--- config.mk ---
export PLATFORM = sky130hd
export DESIGN_NAME = sync_phase_counter
export DESIGN_NICKNAME = d
export VERILOG_FILES = /design/src/rtl/sync_phase_counter.sv
export SDC_FILE = /design/constraint.sdc
export NUM_CORES = 1
export LEC_CHECK = 0
export ABC_AREA = 0
export CAP_MARGIN = 10
export CORE_MARGIN = 2
export CORE_UTILIZATION = 55
export DETAILED_ROUTE_END_ITERATION = 8
export GPL_TIMING_DRIVEN = 0
export PLACE_DENSITY = 0.82
export SKIP_LAST_GASP = 1
export SYNTH_ARGS = -nofsm -noshare
export SYNTH_HDL_FRONTEND = slang
export SYNTH_SLANG_ARGS = --single-unit
--- constraint.sdc ---
create_clock -name clk -period 3.9 [get_ports clk]
set_clock_uncertainty 0.05 [all_clocks]
set_input_delay 0.39 -clock clk [delete_from_list [all_inputs] [get_ports clk]]
set_output_delay 0.39 -clock clk [all_outputs]
set_load 0.005 [all_outputs]
--- src/rtl/sync_phase_counter.sv ---
// rtl/sync_phase_counter.sv - carrier-period phase counter realigned by sync pulses
// Judges each sync against the expected period and tracks lock, misses and errors.
module sync_phase_counter #(
  parameter int PERIOD     = 1250,
  parameter int TOL        = 2,
  parameter int LOCK_COUNT = 4,
  parameter int MISS_LIMIT = 2,
  parameter int CNT_W      = $clog2(PERIOD + TOL + 1)
) (
  input  logic             clk,
  input  logic             rst,
  input  logic             sync_pulse,
  output logic [CNT_W-1:0] phase_count,
  output logic             period_start,
  output logic             locked,
  output logic [15:0]      sync_err_count
);

  localparam int GOOD_W = $clog2(LOCK_COUNT + 1);
  localparam int MISS_W = $clog2(MISS_LIMIT + 1);

  localparam logic [CNT_W-1:0]  LAST_PHASE = CNT_W'(PERIOD - 1);
  localparam logic [CNT_W-1:0]  WIN_LO     = CNT_W'(PERIOD - 1 - TOL);
  localparam logic [CNT_W-1:0]  WIN_HI     = CNT_W'(PERIOD - 1 + TOL);
  localparam logic [CNT_W-1:0]  TOL_V      = CNT_W'(TOL);
  localparam logic [CNT_W-1:0]  SINCE_MAX  = {CNT_W{1'b1}};
  localparam logic [GOOD_W-1:0] GOOD_LAST  = GOOD_W'(LOCK_COUNT - 1);
  localparam logic [MISS_W-1:0] MISS_LAST  = MISS_W'(MISS_LIMIT - 1);

  typedef enum logic [1:0] {
    ST_UNLOCKED = 2'd0,
    ST_ACQUIRE  = 2'd1,
    ST_LOCKED   = 2'd2
  } state_t;

  state_t             state_q, state_d;
  logic [CNT_W-1:0]   since_sync;
  logic [GOOD_W-1:0]  good_q, good_d;
  logic [MISS_W-1:0]  miss_q, miss_d;
  logic               err_inc;
  logic               in_window;
  logic               miss;

  assign in_window    = (since_sync >= WIN_LO) && (since_sync <= WIN_HI);
  // A pulse landing exactly on the threshold counts as on time, never as a miss.
  assign miss         = (state_q != ST_UNLOCKED) && (since_sync == WIN_HI) && !sync_pulse;
  assign period_start = (phase_count == '0);
  assign locked       = (state_q == ST_LOCKED);

  always_comb begin
    state_d = state_q;
    good_d  = good_q;
    miss_d  = miss_q;
    err_inc = 1'b0;
    case (state_q)
      ST_UNLOCKED: begin
        if (sync_pulse) begin
          state_d = ST_ACQUIRE;
          good_d  = '0;
        end
      end
      ST_ACQUIRE: begin
        if (sync_pulse) begin
          if (in_window) begin
            if (good_q == GOOD_LAST) begin
              state_d = ST_LOCKED;
              miss_d  = '0;
            end else begin
              good_d = good_q + GOOD_W'(1);
            end
          end else begin
            good_d  = '0;
            err_inc = 1'b1;
          end
        end else if (miss) begin
          err_inc = 1'b1;
          state_d = ST_UNLOCKED;
        end
      end
      ST_LOCKED: begin
        if (sync_pulse) begin
          if (in_window) begin
            miss_d = '0;
          end else begin
            err_inc = 1'b1;
            state_d = ST_ACQUIRE;
            good_d  = '0;
          end
        end else if (miss) begin
          err_inc = 1'b1;
          if (miss_q == MISS_LAST) begin
            state_d = ST_UNLOCKED;
          end else begin
            miss_d = miss_q + MISS_W'(1);
          end
        end
      end
      default: state_d = ST_UNLOCKED;
    endcase
  end

  always_ff @(posedge clk) begin
    if (rst) begin
      state_q        <= ST_UNLOCKED;
      good_q         <= '0;
      miss_q         <= '0;
      phase_count    <= '0;
      since_sync     <= '0;
      sync_err_count <= '0;
    end else begin
      state_q <= state_d;
      good_q  <= good_d;
      miss_q  <= miss_d;

      if (err_inc && (sync_err_count != 16'hFFFF)) begin
        sync_err_count <= sync_err_count + 16'd1;
      end

      if (sync_pulse || (phase_count == LAST_PHASE)) begin
        phase_count <= '0;
      end else begin
        phase_count <= phase_count + CNT_W'(1);
      end

      // A miss reloads as if an on-time sync had arrived, so misses recur every period.
      if (sync_pulse) begin
        since_sync <= '0;
      end else if (miss) begin
        since_sync <= TOL_V;
      end else if (since_sync != SINCE_MAX) begin
        since_sync <= since_sync + CNT_W'(1);
      end
    end
  end

endmodule

## Word level (Yosys, flattened, before mapping)

Index checks and enable logic that the tools add are counted.

| cells by class | value |
|---|---|
| $add $sub $neg | 5 |
| multiply operators | 0 |
| divide/modulo/power cells | 0 |
| order comparisons | 2 |
| eq/ne operators | 23 |
| shift operators | 0 |
| multiplexer cells | 31 |
| bitwise logic cells | 0 |
| reduce and logical (&&, ||, !) cells | 19 |

Operators by type and width:

| kind | number |
|---|---|
| 2-bit 2-to-1 mux | 18 |
| 11-bit by 1-bit adder with 11-bit output, second input constant | 2 |
| 11-bit equality test, second input constant | 2 |
| 3-bit 2-to-1 mux | 6 |
| 3-bit inequality test, second input constant | 6 |
| 16-bit by 1-bit adder with 16-bit output, second input constant | 1 |
| 16-bit inequality test, second input constant | 1 |
| 7-bit AND reduction | 2 |
| 2-bit inequality test, second input constant | 6 |
| 11-bit >= comparator, second input constant | 1 |
| 11-bit <= comparator, second input constant | 1 |
| 11-bit zero test | 1 |
| 11-bit inequality test, second input constant | 1 |
| 3-bit by 2-bit inequality test with 1-bit output, second input constant | 3 |
| 3-bit case mux with 3 select lines | 1 |
| 2-bit case mux with 3 select lines | 1 |
| 6-bit AND reduction | 1 |
| 2-bit nonzero test | 3 |
| 2-bit OR reduction | 3 |
| 2-bit by 1-bit equality test with 1-bit output, second input constant | 2 |
| 1-bit logical AND | 4 |
| 1-bit 2-to-1 mux | 4 |
| 2-bit case mux with 2 select lines | 1 |
| 3-bit by 1-bit adder with 3-bit output, second input constant | 1 |
| other kinds (8) | 8 |

| word-level totals | value |
|---|---|
| flip-flop bits (word level) | 45 |
| latch bits | 0 |
| memory bits (writable) | 0 |
| memory bits (read-only) | 0 |
| output and inout port bits | 29 |
| memories kept | 0 |

## Logic depth before layout (Yosys ltp)

| logic depth | value |
|---|---|
| word-level depth | 7 |
| depth in mapped cells | 8 |
| mapped depth without buffers | 7 |

## Worst setup path after synthesis

Ideal clock, no wire load.

| timing | value |
|---|---|
| kind | reg-to-reg |
| start point | reg since_sync[0] |
| end point | reg sync_err_count[9] |
| library setup time | 0.121 ns |
| arrival time | 1.973 ns |
| path slack | 1.756 ns |
| stages on the path, launching flop included | 7 |
| clock period less this slack | 2.144 ns |
| path through | dfxtp_1 > ha_1 > o311a_2 > a31o_2 > buf_2 > nor3_1 > mux2_2 |

| on the way | value |
|---|---|
| longest elaborated chain between the ends | 7 |
| elaborated cells between the ends (all ways) | 11 |

Ends and longest elaborated chain:

| what | line | RTL |
|---|---|---|
| start, declared | 37 | `logic [CNT_W-1:0] since_sync;` |
| start signal, assigned | 131 | `since_sync <= since_sync + CNT_W'(1);` |
| parallel branches: the longest is 4 deep, another holds 11-bit >= comparator | -- |  |
| 1-bit 2-to-1 mux (*) | 81 | `if (sync_pulse) begin` |
| 1-bit 2-to-1 mux (*) | -- |  |
| 1-bit logical AND (*) | 115 | `if (err_inc && (sync_err_count != 16'hFFFF)) begin` |
| end signal, assigned | 116 | `sync_err_count <= sync_err_count + 16'd1;` |
| end, declared | 16 | `output logic [15:0] sync_err_count` |

Every way passes the cells marked *.
A chain may end at the register's enable or synchronous reset.

## Final worst setup path

| timing | value |
|---|---|
| start point | reg phase_count[8] |
| end point | out period_start |

| on the way | value |
|---|---|
| longest elaborated chain between the ends | 1 |

Ends and longest elaborated chain:

| what | line | RTL |
|---|---|---|
| start, declared | 13 | `output logic [CNT_W-1:0] phase_count,` |
| start signal, assigned | 122 | `phase_count <= phase_count + CNT_W'(1);` |
| 11-bit zero test | 47 | `assign period_start = (phase_count == '0);` |
| end, declared | 14 | `output logic period_start,` |

Every way passes these cells.

==> metrics.log <==
INFO  metric stdcell_count = 389
INFO  metric r2r_slack = 1.55 ns
INFO  metric total_power = 1.13 mW
INFO  metric fin_crit_sh = 61.2%
INFO  metric worst_hold_path.num_cells = 2
INFO  metric postRouteAntennaNets = 0
INFO  metric cts_htree_levels = 2
INFO  metric core.rowCount = 24
INFO  metric placed_cells = 381
INFO  metric path_cells = or4_1 -> nor3_1 -> clkdlybuf4s50_1
INFO  metric final_layout_size_suffix_gt1_share = 7.72%
INFO  metric worstHoldPathType = reg2reg
INFO  metric routability_congestion_estimate_from_global_placement = 0.833
INFO  metric slowest_stage = or4_1
INFO  metric setup_viol = 0
INFO  metric cts_buffer_depth = 2
INFO  metric first_pass_grt_wire_length = 9370 um
INFO  metric synth.avg_cell_area = 8.42 um2
INFO  metric setup.worst_path.class = reg2out
INFO  metric clock_insertion_delay_worst_skew = 0.30 ns
INFO  metric async_reset_ff_share = 0%
INFO  metric synth.largest_area_cell = dfxtp_1
INFO  metric final_tns_setup = 0 ns
INFO  metric start_util = 57.4%
INFO  metric synth.top_cells.by_count = dfxtp_1 (45), nor2_1 (36), nand2_1 (23), a21oi_1 (20), nand3_1 (13)
INFO  metric worst_slew_pin_slew = 0.875 ns
INFO  metric syn-num-nets = 314
INFO  metric worst-r2r-cell-count = 6
INFO  metric first_global_vias = 2,183
INFO  metric yosys_most_used_dff = dfxtp_1
INFO  metric grt_usage = 22.4%
INFO  metric cell_types_occupying_the_most_area_after_synthesis = dfxtp_1 (36%), ha_1 (6.0%), nor2_1 (5.4%)
INFO  metric synth_seq_area_share = 35.8%
INFO  metric endpoint_worst_hold = good_q[2]
INFO  metric synthMostInstantiatedCell = dfxtp_1
INFO  metric irDropWorstVdd = 0.353 mV
INFO  metric worst_setup_hold_path_clk_slew = 0.09 ns
INFO  metric n_antenna_cell = 0
INFO  metric endpoint_of_the_lowest_slack_register_to_register_path = sync_err_count[4]
INFO  metric portBuffers = 30
INFO  metric number_of_vias_after_detailed_routing = 2,319
INFO  metric global_route.overflow_total = 0
INFO  metric cts_inserted_buffers = 5
INFO  metric maxSlewHeadroom = 41.1%
INFO  metric multi_input_comb_area = 0.00153 mm2
INFO  metric synth.yosys.warnings = 0
INFO  metric hold_slack = 0.419 ns
INFO  metric post_synth_num_cell_types = 50
INFO  metric drt-pass1-iter-count = 4
INFO  metric slowest_delay = 0.57 ns
INFO  metric clock-root-buffer = clkbuf_8
INFO  metric postCtsHoldBufs = 0
INFO  metric grt_start_max_net_pins = 15
INFO  metric detailed_placer_s_ending_hpwl = 3900 um
INFO  metric timing.critical_path.from_type = flip-flop
INFO  metric cp_data_required_time = 3.46 ns
INFO  metric tritoncts = built
INFO  metric post_synth_inst_count = 299
INFO  metric fillerInstances = 354
INFO  metric final_net_count = 351
INFO  metric fin_area = 0.00302 mm2
INFO  metric power_density = 373 mW/mm2
INFO  metric register_area = 901 um2
INFO  metric ys_ff_latch = 45
INFO  metric drt_iter0_drc = 143
INFO  metric wl = 5490 um
INFO  metric die_area = 0.00514 mm2
INFO  metric critical_path.max_fanout = 5
INFO  metric post_cts_buffers = 0
INFO  metric post_cts.resized_instances = 0
INFO  metric wl_per_cell = 14.1 um
INFO  metric synth_edf_count = 0
INFO  metric post_dp_cell_area = 0.00288 mm2
INFO  metric num_io_pins = 32
INFO  metric post_drt_via_cell_ratio = 5.96
INFO  metric hold_viol_final = 0
INFO  metric drv_slew = 0
INFO  metric p_leak = 1.05 nW
INFO  metric die_w = 71.7 um
INFO  metric worstPathArrival = 1.95 ns
INFO  metric worstReg2RegStart = since_sync[2]
INFO  metric initial_antenna_violation_count = 0
INFO  metric die_h = 71.7 um
INFO  metric final.min_clock_period = 2.39 ns
INFO  metric result_of_the_run = finished, final reports clean
INFO  metric clkSinkCount = 45
INFO  metric netlist.area_leader.share = 35.8%
INFO  metric drc_errors = 0
INFO  metric setup.worst_path.end_class = primary output
INFO  metric syn2layout_area_growth = 19.8%
INFO  metric max_freq = 419 MHz
INFO  metric drv.max_cap_violation_count = 0
INFO  metric holdCritStartpoint = good_q[2]
INFO  metric rsz0062_at_grt = no
INFO  metric syn_area = 0.00252 mm2
INFO  metric core_region_area = 0.00438 mm2
report_power, final:
part           internal, mW  switching [mW]  leakage, nW
combinational        0.0901           0.137        0.614
sequential            0.472          0.0131        0.363
clock                 0.255           0.161       0.0681
cells by family after synthesis:
| group | Yosys count | synth area share [%] |
|---|---|---|
| buf+inv | 23 | 3.48 |
| compound gates | 52 | 14.2 |
| fa+ha+maj | 12 | 5.96 |
| mux | 11 | 4.82 |
| simple gates | 140 | 30.3 |
| xor+xnor | 16 | 5.56 |
| flops | 45 | 35.8 |
through the flow:
stage | util (%) | setup slack (ns)
CTS | 68.8 | 1.49
floorplan | - | 1.76
detailed placement | 65.8 | 1.55
finish | 68.8 | 1.51
global route | 68.8 | 1.31
global placement | 65.8 | 1.53
layout make-up:
type,instances,share of cell area (%)
Inverter,11,1.37
Buffer,12,1.53
Clock buffer,5,2.28
Tap cell,52,2.16
Sequential cell,45,29.9
Clock inverter,3,2.16
Timing Repair Buffer,30,9.95
Multi-Input combinational cell,231,50.7
cells in the final DEF, fill, tap and decap left out, types with 7 or more instances in the layout:
cell type / n
nand2_1: 23
nor2b_1: 9
nand3_1: 13
clkdlybuf4s50_1: 30
xor2_1: 7
clkbuf_1: 11
nor3_1: 7
a21oi_1: 20
mux2_2: 9
ha_1: 12
dfxtp_1: 45
inv_1: 11
xnor2_1: 9
nor2_1: 36
nand4_1: 10
how the worst max path moves through the flow:
| stage | from | to | depth (start not counted) |
|---|---|---|---|
| after global routing | since_sync[0] | since_sync[0] | 6 |
| after global placement | sync_pulse | state_q[0] | 6 |
| final | phase_count[8] | period_start | 3 |
| after detailed placement | sync_pulse | state_q[0] | 6 |
| after floorplan | since_sync[0] | sync_err_count[9] | 6 |
| after CTS | phase_count[8] | period_start | 3 |
sequential cells by signal, summed over array words and instances (netlist names):
name and count:
state_q 2, good_q 3, phase_count 11, miss_q 2, sync_err_count 16, since_sync 11
metal layers:
layer	vias up	wire, um	track usage, %
met3	9	356	4.78
met2	79	2650	37.0
met5	-	0	0
met4	0	81	9.43
li1	1167	-	-
met1	1064	2400	28.3
critical path, delay by kind of cell (launching register included):
kind,cells,cell delay (ns)
simple gates,2,0.76
flops,1,0.37
buf+inv,1,0.52
Power figures use the tool's default switching activity.
